`src/rtl/cycle_cooling_system.sv`:
```
// cycle_cooling_system: fuses four sensor codes into a ramp-limited fan speed with overheat override and idle shut-off
module cycle_cooling_system #(
    parameter int RAMP_CYCLES = 4,
    parameter int IDLE_CYCLES = 60
) (
    input  logic       clk,
    input  logic       rst,
    input  logic [2:0] calorie,
    input  logic [2:0] temperature,
    input  logic [2:0] pressure,
    input  logic [2:0] air_pressure,
    output logic [2:0] fan_mode
);
    localparam int RW = $clog2(RAMP_CYCLES + 1);
    localparam int IW = $clog2(IDLE_CYCLES + 1);
    localparam logic [RW-1:0] RAMP_LAST = RW'(RAMP_CYCLES - 1);
    localparam logic [IW-1:0] IDLE_LAST = IW'(IDLE_CYCLES - 1);
    typedef enum logic [1:0] {OFF, RUN, OVERHEAT} state_t;
    state_t state;
    logic [2:0] c_r, t_r, p_r, a_r, target;
    logic [4:0] demand, net, tq;
    logic [RW-1:0] ramp_cnt;
    logic [IW-1:0] idle_cnt;
    always_comb begin
        demand = 5'(c_r) + 5'(t_r) + 5'(p_r);
        net = demand > 5'(a_r) ? demand - 5'(a_r) : 5'd0;
        tq = (net + 5'd2) / 5'd3;
        target = tq > 5'd7 ? 3'd7 : tq[2:0];
    end
    always_ff @(posedge clk) begin
        if (!rst) begin
            c_r <= '0;
            t_r <= '0;
            p_r <= '0;
            a_r <= '0;
            state <= OFF;
            fan_mode <= '0;
            ramp_cnt <= '0;
            idle_cnt <= '0;
        end else begin
            c_r <= calorie;
            t_r <= temperature;
            p_r <= pressure;
            a_r <= air_pressure;
            if (t_r == 3'd7) begin
                state <= OVERHEAT;
                fan_mode <= 3'd7;
                ramp_cnt <= '0;
                idle_cnt <= '0;
            end else begin
                case (state)
                    OVERHEAT: begin
                        if (t_r <= 3'd5) state <= RUN;
                    end
                    RUN: begin
                        idle_cnt <= p_r != 3'd0 ? '0 : idle_cnt + 1'b1;
                        // idle timeout drops straight to off, bypassing the ramp
                        if (p_r == 3'd0 && idle_cnt == IDLE_LAST) begin
                            state <= OFF;
                            fan_mode <= '0;
                            ramp_cnt <= '0;
                            idle_cnt <= '0;
                        end else if (fan_mode == target) begin
                            ramp_cnt <= '0;
                        end else if (ramp_cnt == RAMP_LAST) begin
                            ramp_cnt <= '0;
                            fan_mode <= fan_mode < target ? fan_mode + 3'd1 : fan_mode - 3'd1;
                        end else begin
                            ramp_cnt <= ramp_cnt + 1'b1;
                        end
                    end
                    default: begin
                        fan_mode <= '0;
                        ramp_cnt <= '0;
                        idle_cnt <= '0;
                        if (p_r != 3'd0 && target != 3'd0) state <= RUN;
                    end
                endcase
            end
        end
    end
endmodule

```
`config.mk`:
```
export PLATFORM = sky130hd
export DESIGN_NAME = cycle_cooling_system
export DESIGN_NICKNAME = d
export VERILOG_FILES = /design/src/rtl/cycle_cooling_system.sv
export SDC_FILE = /design/constraint.sdc
export NUM_CORES = 1
export LEC_CHECK = 0
export CORE_UTILIZATION = 45
export DETAILED_ROUTE_END_ITERATION = 12
export PLACE_DENSITY = 0.71
export SLEW_MARGIN = 20
export SYNTH_ARGS = -nofsm -noshare
export SYNTH_HDL_FRONTEND = slang
export SYNTH_SLANG_ARGS = --single-unit
```
`constraint.sdc`:
```
create_clock -name clk -period 12.2 [get_ports clk]
set_input_delay 3.05 -clock clk [delete_from_list [all_inputs] [get_ports clk]]
set_output_delay 3.05 -clock clk [all_outputs]
set_load 0.1 [all_outputs]
```
==> results of run 1 <==
## cells in the final DEF (no fill, tap or decap), types with 5 or more instances in the layout
master | Yosys | routed
a21oi_1 | 14 | 14
and2_1 | 13 | 13
clkdlybuf4s50_1 | 0 | 16
dfxtp_1 | 26 | 26
fa_1 | 6 | 6
ha_1 | 15 | 15
inv_1 | 24 | 24
nand2_1 | 18 | 18
nand3_1 | 7 | 7
nor2_1 | 19 | 19
nor2b_1 | 8 | 8
o21a_1 | 5 | 5
o21ai_0 | 8 | 8
xnor2_1 | 5 | 5
## power by group through the flow
stage,combinational [mW],clock [mW],sequential [mW]
after global placement,0.268,0,0.105
after CTS,0.275,0.0547,0.103
final,0.275,0.0533,0.102
after global routing,0.310,0.0581,0.104
after floorplan,0.205,0,0.130
after detailed placement,0.272,0,0.105
## sequential cells by signal, indices dropped and copies added (netlist names)
signal,flops
state,2
c_r,3
t_r,3
ramp_cnt,3
p_r,3
a_r,3
idle_cnt,6
fan_mode,3
## layout make-up
type | count | area [um^2] | share of cell area (%)
multi-input cells | 174 | 1270 | 58.9
inverters | 24 | 90.1 | 4.16
clock buffers | 4 | 55.1 | 2.54
well taps | 50 | 62.6 | 2.89
repair buffers | 16 | 160 | 7.40
flip-flops and latches | 26 | 520 | 24.1
## logic make-up (layout without fill, tap and decap cells)
| logic type | Yosys count | count (layout) | synth area share (%) |
|---|---|---|---|
| AND/OR/NAND/NOR | 86 | 86 | 24.6 |
| flip-flops | 26 | 26 | 26.8 |
| XOR/XNOR | 8 | 8 | 3.61 |
| buffers and inverters | 32 | 44 | 7.42 |
| AO/OA/AOI/OAI | 58 | 58 | 21.2 |
| adder cells (fa/ha/maj) | 21 | 21 | 15.9 |
| multiplexers | 1 | 1 | 0.516 |
## critical path, delay by kind of cell, from the launching register on
| family | cells | cell delay (ns) |
|---|---|---|
| fa+ha+maj | 9 | 2.89 |
| compound gates | 8 | 1.37 |
| buf+inv | 3 | 0.16 |
| flops | 1 | 0.36 |
| simple gates | 13 | 1.71 |
| xor+xnor | 1 | 0.21 |
## metal layers
layer	share of wire (%)	global-route usage, %
met1	49	23.1
met4	1.1	5.05
met5	0	0
met2	48	29.3
met3	1.7	1.01
## through the flow
step | util, % | cell area [um^2] | setup WS, ns | hold WS (ns)
floorplan | - | 1940 | 6.10 | 0.437
global placement | 52.0 | 2110 | 5.60 | 0.446
detailed placement | 52.0 | 2110 | 5.43 | 0.450
CTS | 53.3 | 2160 | 5.40 | 0.463
global route | 53.3 | 2160 | 4.69 | 0.494
finish | 53.3 | 2160 | 5.41 | 0.460
## final timing paths
kind | startpoint | to | slack, ns | depth (start not counted)
worst max-delay path | t_r[1]$_SDFF_PN0_ | fan_mode[2]$_SDFFE_PN0P_ | 5.41 | 34
worst min-delay path | ramp_cnt[2]$_SDFFE_PP0N_ | ramp_cnt[2]$_SDFFE_PP0N_ | 0.46 | 1
worst max register to register | t_r[1]$_SDFF_PN0_ | fan_mode[2]$_SDFFE_PN0P_ | 5.41 | 34
worst min register to register | ramp_cnt[2]$_SDFFE_PP0N_ | ramp_cnt[2]$_SDFFE_PP0N_ | 0.46 | 1
==> impl_results.md, run 1 <==
- Worst-path clk slew: roughly 0.09 ns
- Synth cell count leaders: 26 x dfxtp_1, 24 x inv_1, 19 x nor2_1
- PwrDens: roughly 200 nW/um^2
- Routed Antenna Nets: 0
- Maximum vdd drop: roughly 93 uV
- Vias in the first global route: between 1,000 and 1,500
- Switching share of power: between 40% and 50%
- Crit-path max FO: 12
- Port bufs: 16
- Vias after detailed routing: around 1,600
- First-pass GRT wire length: between 6000 and 7000 um
- Clock Path Buffers: 2
- Clock root buffer: clkbuf_8
- GRT Util Overall: between 10% and 20%
- Library cells used by synthesis: 54
- Area growth from synthesis to layout: 11.5%
- Gate power share: a little under two thirds
- RSZ-0062 raised after global routing: no
- Antenna Cells: 0
- Placed insts: 290
- Measured slew at the worst slew-check pin: 0.964 ns
- Num ports: 17
- Congestion Overflow GR: 0
- Cts repair resizes: 0
- Chip Width: about 68 um
- Fin. Hold Viols: 0
- Max frequency: approximately 150 MHz
- WL/cell: about 11 um
- Min-Delay Path Class: reg -> reg
- Most used cell, CP: ha_1
- Initial DRT Pass Iterations: 4
- Top-count cell post-synth: dfxtp_1
- Required @ worst endpoint: 12.39 ns
- GP Congestion: about 0.80
- Setup tns final: 0 ns
- Slew HR: 35.5%
- Layout cells sized above 1: about 5.7%
- # nets final: between 200 and 300
- CTS sink count: 26
- Seq cells post-synth: 26
- Status: complete, no violations
- DRC Markers: 0
- Crit. End Element: register
- Initial Util: a little under half
- MaxCap Viol Count: 0
- Routed WL: ~3400 um
- Total power: between 0.4 and 0.5 mW
- Tmin final: 6.79 ns
- Area of the die: around 4600 um^2
- Hold_buf cts: 0
- Core area: a little over 4000 um^2
- FFs w/ async S/R, synth: 0%
- Post-detail-place hpwl: around 2600 um
- Avg Inst Size Synth: around 8.4 um^2
- Cts bufs inserted: 3
- Yosys warnings: 0
- Layout Cells excl Fill: a little under 300
- # fillers: roughly 380
- Crit share post-route: a little under three fifths
- Die H: a little under 70 um
- Netlist Area Pre-Place: 1940 um^2
- Antenna violations before repair: 0
- Sequential power share: between 20% and 30%
- CTS HTree Levels: 1
- Leakage Power: 0.892 nW
- Setup-failing EPs final: 0
- Internal power: about 0.23 mW
- Critical Path Max Stage Delay: between 0.4 and 0.5 ns
- Drt initial violations: 47
- Post-synth top area share: ~27%
- Area leader, netlist: dfxtp_1
- Top post-synthesis cells by area: dfxtp_1 27%, ha_1 9.7%, fa_1 6.2%
- Clk_skew: between 0.007 and 0.008 ns
- Number of flops mapped to enable cells by yosys: 0
- Number of vias per cell: between 5 and 6
- Switch Pwr: 0.199 mW
- Critical path data arrival time: 6.98 ns
- # rows: 23
- Worst setup path class: reg -> reg
- Top FF cell, synth: dfxtp_1
- Post-CTS Setup Bufs: 0
- Critical-path top delay cell: fa_1
- Max Slew Vio Count: 0
- Startpoint class of the critical path: register
- Seq/Total Area, Yosys: between 20% and 30%
- Clk Latency, worst-skew pair: approximately 0.26 ns
- Syn Nets: around 270
- Cells after Synth: 232
- Clk pwr share: 12.4%
- Largest net degree at the start of global routing: 17
- TritonCTS clock tree: built
No activity file was read; power rests on OpenSTA's default activity.
==> run 2, diff against run 1 <==
- PLACE_DENSITY: 0.71 -> 0.73
- clock period: 12.2 -> 5.95 ns (I/O delays scaled with it)
==> run 2 against run 1 <==
Effect of this change:
- flip-flop and latch count unchanged
- sequential share of layout area down 2.2 points
- clock power up 110%
- die area unchanged
- worst setup slack worse by 5.2 ns
- total power up 140%
- routed wire length up 10%
- first-iteration DRC count up 77%
- critical path depth unchanged
- count of clock-buffer cells in the layout unchanged
- highest routed layer unchanged
==> impl_results.md, run 2 (synthesis results as in run 1) <==
- Min Hold Slack: 0.460 ns (-0.000452 ns)
- CTS sink count: 26 (unchanged)
- Largest reg by FF count: idle_cnt
- Sequential power share: 20.4% (-3.4 points)
- Maximum vdd drop: 198 uV (+110%)
- Clk Latency, worst-skew pair: 0.27 ns (about the same)
- RSZ-0062 raised after global routing: yes
- Chip Width: 67.7 um (unchanged)
- Vias in the first global route: 1,515 (+6.0%)
- Min-Delay Path Class: reg -> reg
- Worst path top cell family by delay: adder cells
- GRT Util Overall: 17.6% (+0.42 points)
- Required @ worst endpoint: 6.15 ns (-6.24 ns)
- First-pass GRT wire length: 6120 um (-0.67%)
- Max frequency: 174 MHz (+18%)
- Clock Path Buffers: 2 (unchanged)
- Switch Pwr: 0.456 mW (+130%)
- Vias after detailed routing: 1,640 (+4.6%)
- Internal power: 0.580 mW (+150%)
- Initial DRT Pass Iterations: 4 (unchanged)
- Antenna Cells: 0 (unchanged)
- Status: complete, no violations
- Placed Area: 2210 um^2 (+4.7%)
- Largest net degree at the start of global routing: 17 (unchanged)
- WL/cell: 12.0 um (+4.7%)
- Number of vias per cell: 5.31 (-0.49%)
- Slew HR: 35.6% (+0.12 points)
- Num ports: 17 (unchanged)
- DRC Markers: 0 (unchanged)
- Gate power share: 69.0% (+5.2 points)
- Drt initial violations: 83 (+77%)
- Layout cells sized above 1: 20.5% (+15 points)
- Routed WL: 3710 um (+10%)
- PwrDens: 434 nW/um^2 (+120%)
- Crit share post-route: 96.5% (+41 points)
- Measured slew at the worst slew-check pin: 0.962 ns (-0.00187 ns)
- Clk pwr share: 10.7% (-1.7 points)
- Port bufs: 16 (unchanged)
- Post-detail-place hpwl: 2750 um (+4.8%)
- Core area: 4060 um^2 (unchanged)
- Most used cell, CP: ha_2
- Worst Path Buf+Inv: 4 (+1)
- Area growth from synthesis to layout: 23.1%
- Area of the die: 4580 um^2 (unchanged)
- # rows: 23 (unchanged)
- Startpoint class of the critical path: register
- Critical-path top delay cell: fa_2
- Fin util: 58.8% (+5.5 points)
- Initial Util: 47.8% (unchanged)
- GP Congestion: 0.791 (-1.3%)
- Worst-path clk slew: 0.08 ns (about the same)
- Switching share of power: 44.0% (-2.2 points)
- Critical path data arrival time: 5.95 ns (-1.03 ns)
- Max Slew Vio Count: 0 (unchanged)
- Clk_skew: 0.00152 ns (-0.00576 ns)
- Clock root buffer: clkbuf_8
- Crit-path max FO: 4 (-8)
- Leakage Power: 0.972 nW (+8.9%)
- Most frequent cells in the layout: 24 x dfxtp_1, 22 x inv_1, 18 x nor2_1
- MaxCap Viol Count: 0 (unchanged)
- Most common cell after layout, fill and taps aside: dfxtp_1
- Fin. Hold Viols: 0 (unchanged)
- Design area: 2390 um^2 (+10%)
- CTS HTree Levels: 1 (unchanged)
- # nets final: 295 (+5.4%)
- Antenna violations before repair: 0 (unchanged)
- Crit. End Element: register
- TritonCTS clock tree: built
- Worst setup path class: reg -> reg
- Routed Antenna Nets: 0 (unchanged)
- Congestion Overflow GR: 0 (unchanged)
- Max reg flops: 6 (unchanged)
- Cts bufs inserted: 3 (unchanged)
- Tmin final: 5.74 ns (-1.05 ns)
- Setup-failing EPs final: 0 (unchanged)
- Die H: 67.7 um (unchanged)
- Critical Path Max Stage Delay: 0.56 ns (+0.07 ns)
## run 2: metrics by stage
step | setup TNS (ns) | cells | power [mW] | worst slack (ns)
finish | 0 | 309 | 1.04 | 0.206
global route | -0.269 | 309 | 1.13 | -0.175
CTS | 0 | 305 | 0.972 | 0.00656
detailed placement | -0.0404 | 301 | 0.835 | -0.0404
global placement | 0 | 301 | 0.820 | 0.160
floorplan | 0 | 232 | 0.694 | 0.0101
## run 2: per-layer routing
layer / wire length, um / global-route usage [%]
met1: 1770 / 22.4
met2: 1820 / 28.6
met3: 60 / 2.03
met4: 59 / 9.84
met5: 0 / 0
## run 2: area by class of cell
class / count / area, um^2
fillers: 374 / 1670
multi-input cells: 174 / 1380
flip-flops and latches: 26 / 523
repair buffers: 31 / 280
inverters: 24 / 90.1
well taps: 50 / 62.6
clock buffers: 4 / 55.1
## run 2: path summary, 6_finish.rpt
check | from | to | slack (ns) | depth (start not counted)
worst max register to register | c_r[1]$_SDFF_PN0_ | fan_mode[2]$_SDFFE_PN0P_ | 0.21 | 34
worst max-delay path | c_r[1]$_SDFF_PN0_ | fan_mode[2]$_SDFFE_PN0P_ | 0.21 | 34
worst min register to register | ramp_cnt[2]$_SDFFE_PP0N_ | ramp_cnt[2]$_SDFFE_PP0N_ | 0.46 | 1
worst min-delay path | ramp_cnt[2]$_SDFFE_PP0N_ | ramp_cnt[2]$_SDFFE_PP0N_ | 0.46 | 1
## run 2: worst register-to-register path: cells and delay by family, from the launching register on
family | cells | cell delay, ns
adder cells (fa/ha/maj) | 9 | 2.61
AND/OR/NAND/NOR | 9 | 0.77
flip-flops | 1 | 0.33
XOR/XNOR | 1 | 0.19
AO/OA/AOI/OAI | 11 | 1.51
buffers and inverters | 4 | 0.27
## run 2: power by group through the flow
stage	clock network, mW	registers, mW	logic, mW
6_report	0.111	0.211	0.714
5_1_grt	0.122	0.214	0.797
4_1_cts	0.116	0.211	0.644
3_5_place_dp	0	0.215	0.620
3_3_place_gp	0	0.215	0.605
2_1_floorplan	0	0.266	0.428
## run 2: timing repair
item / CTS / global route
endpoints found under the setup margin: 2 / 3
pin swaps: 0 / 22
buffers inserted: 0 / 4
gates resized for setup: 3 / 23
hold buffers: 0 / 0
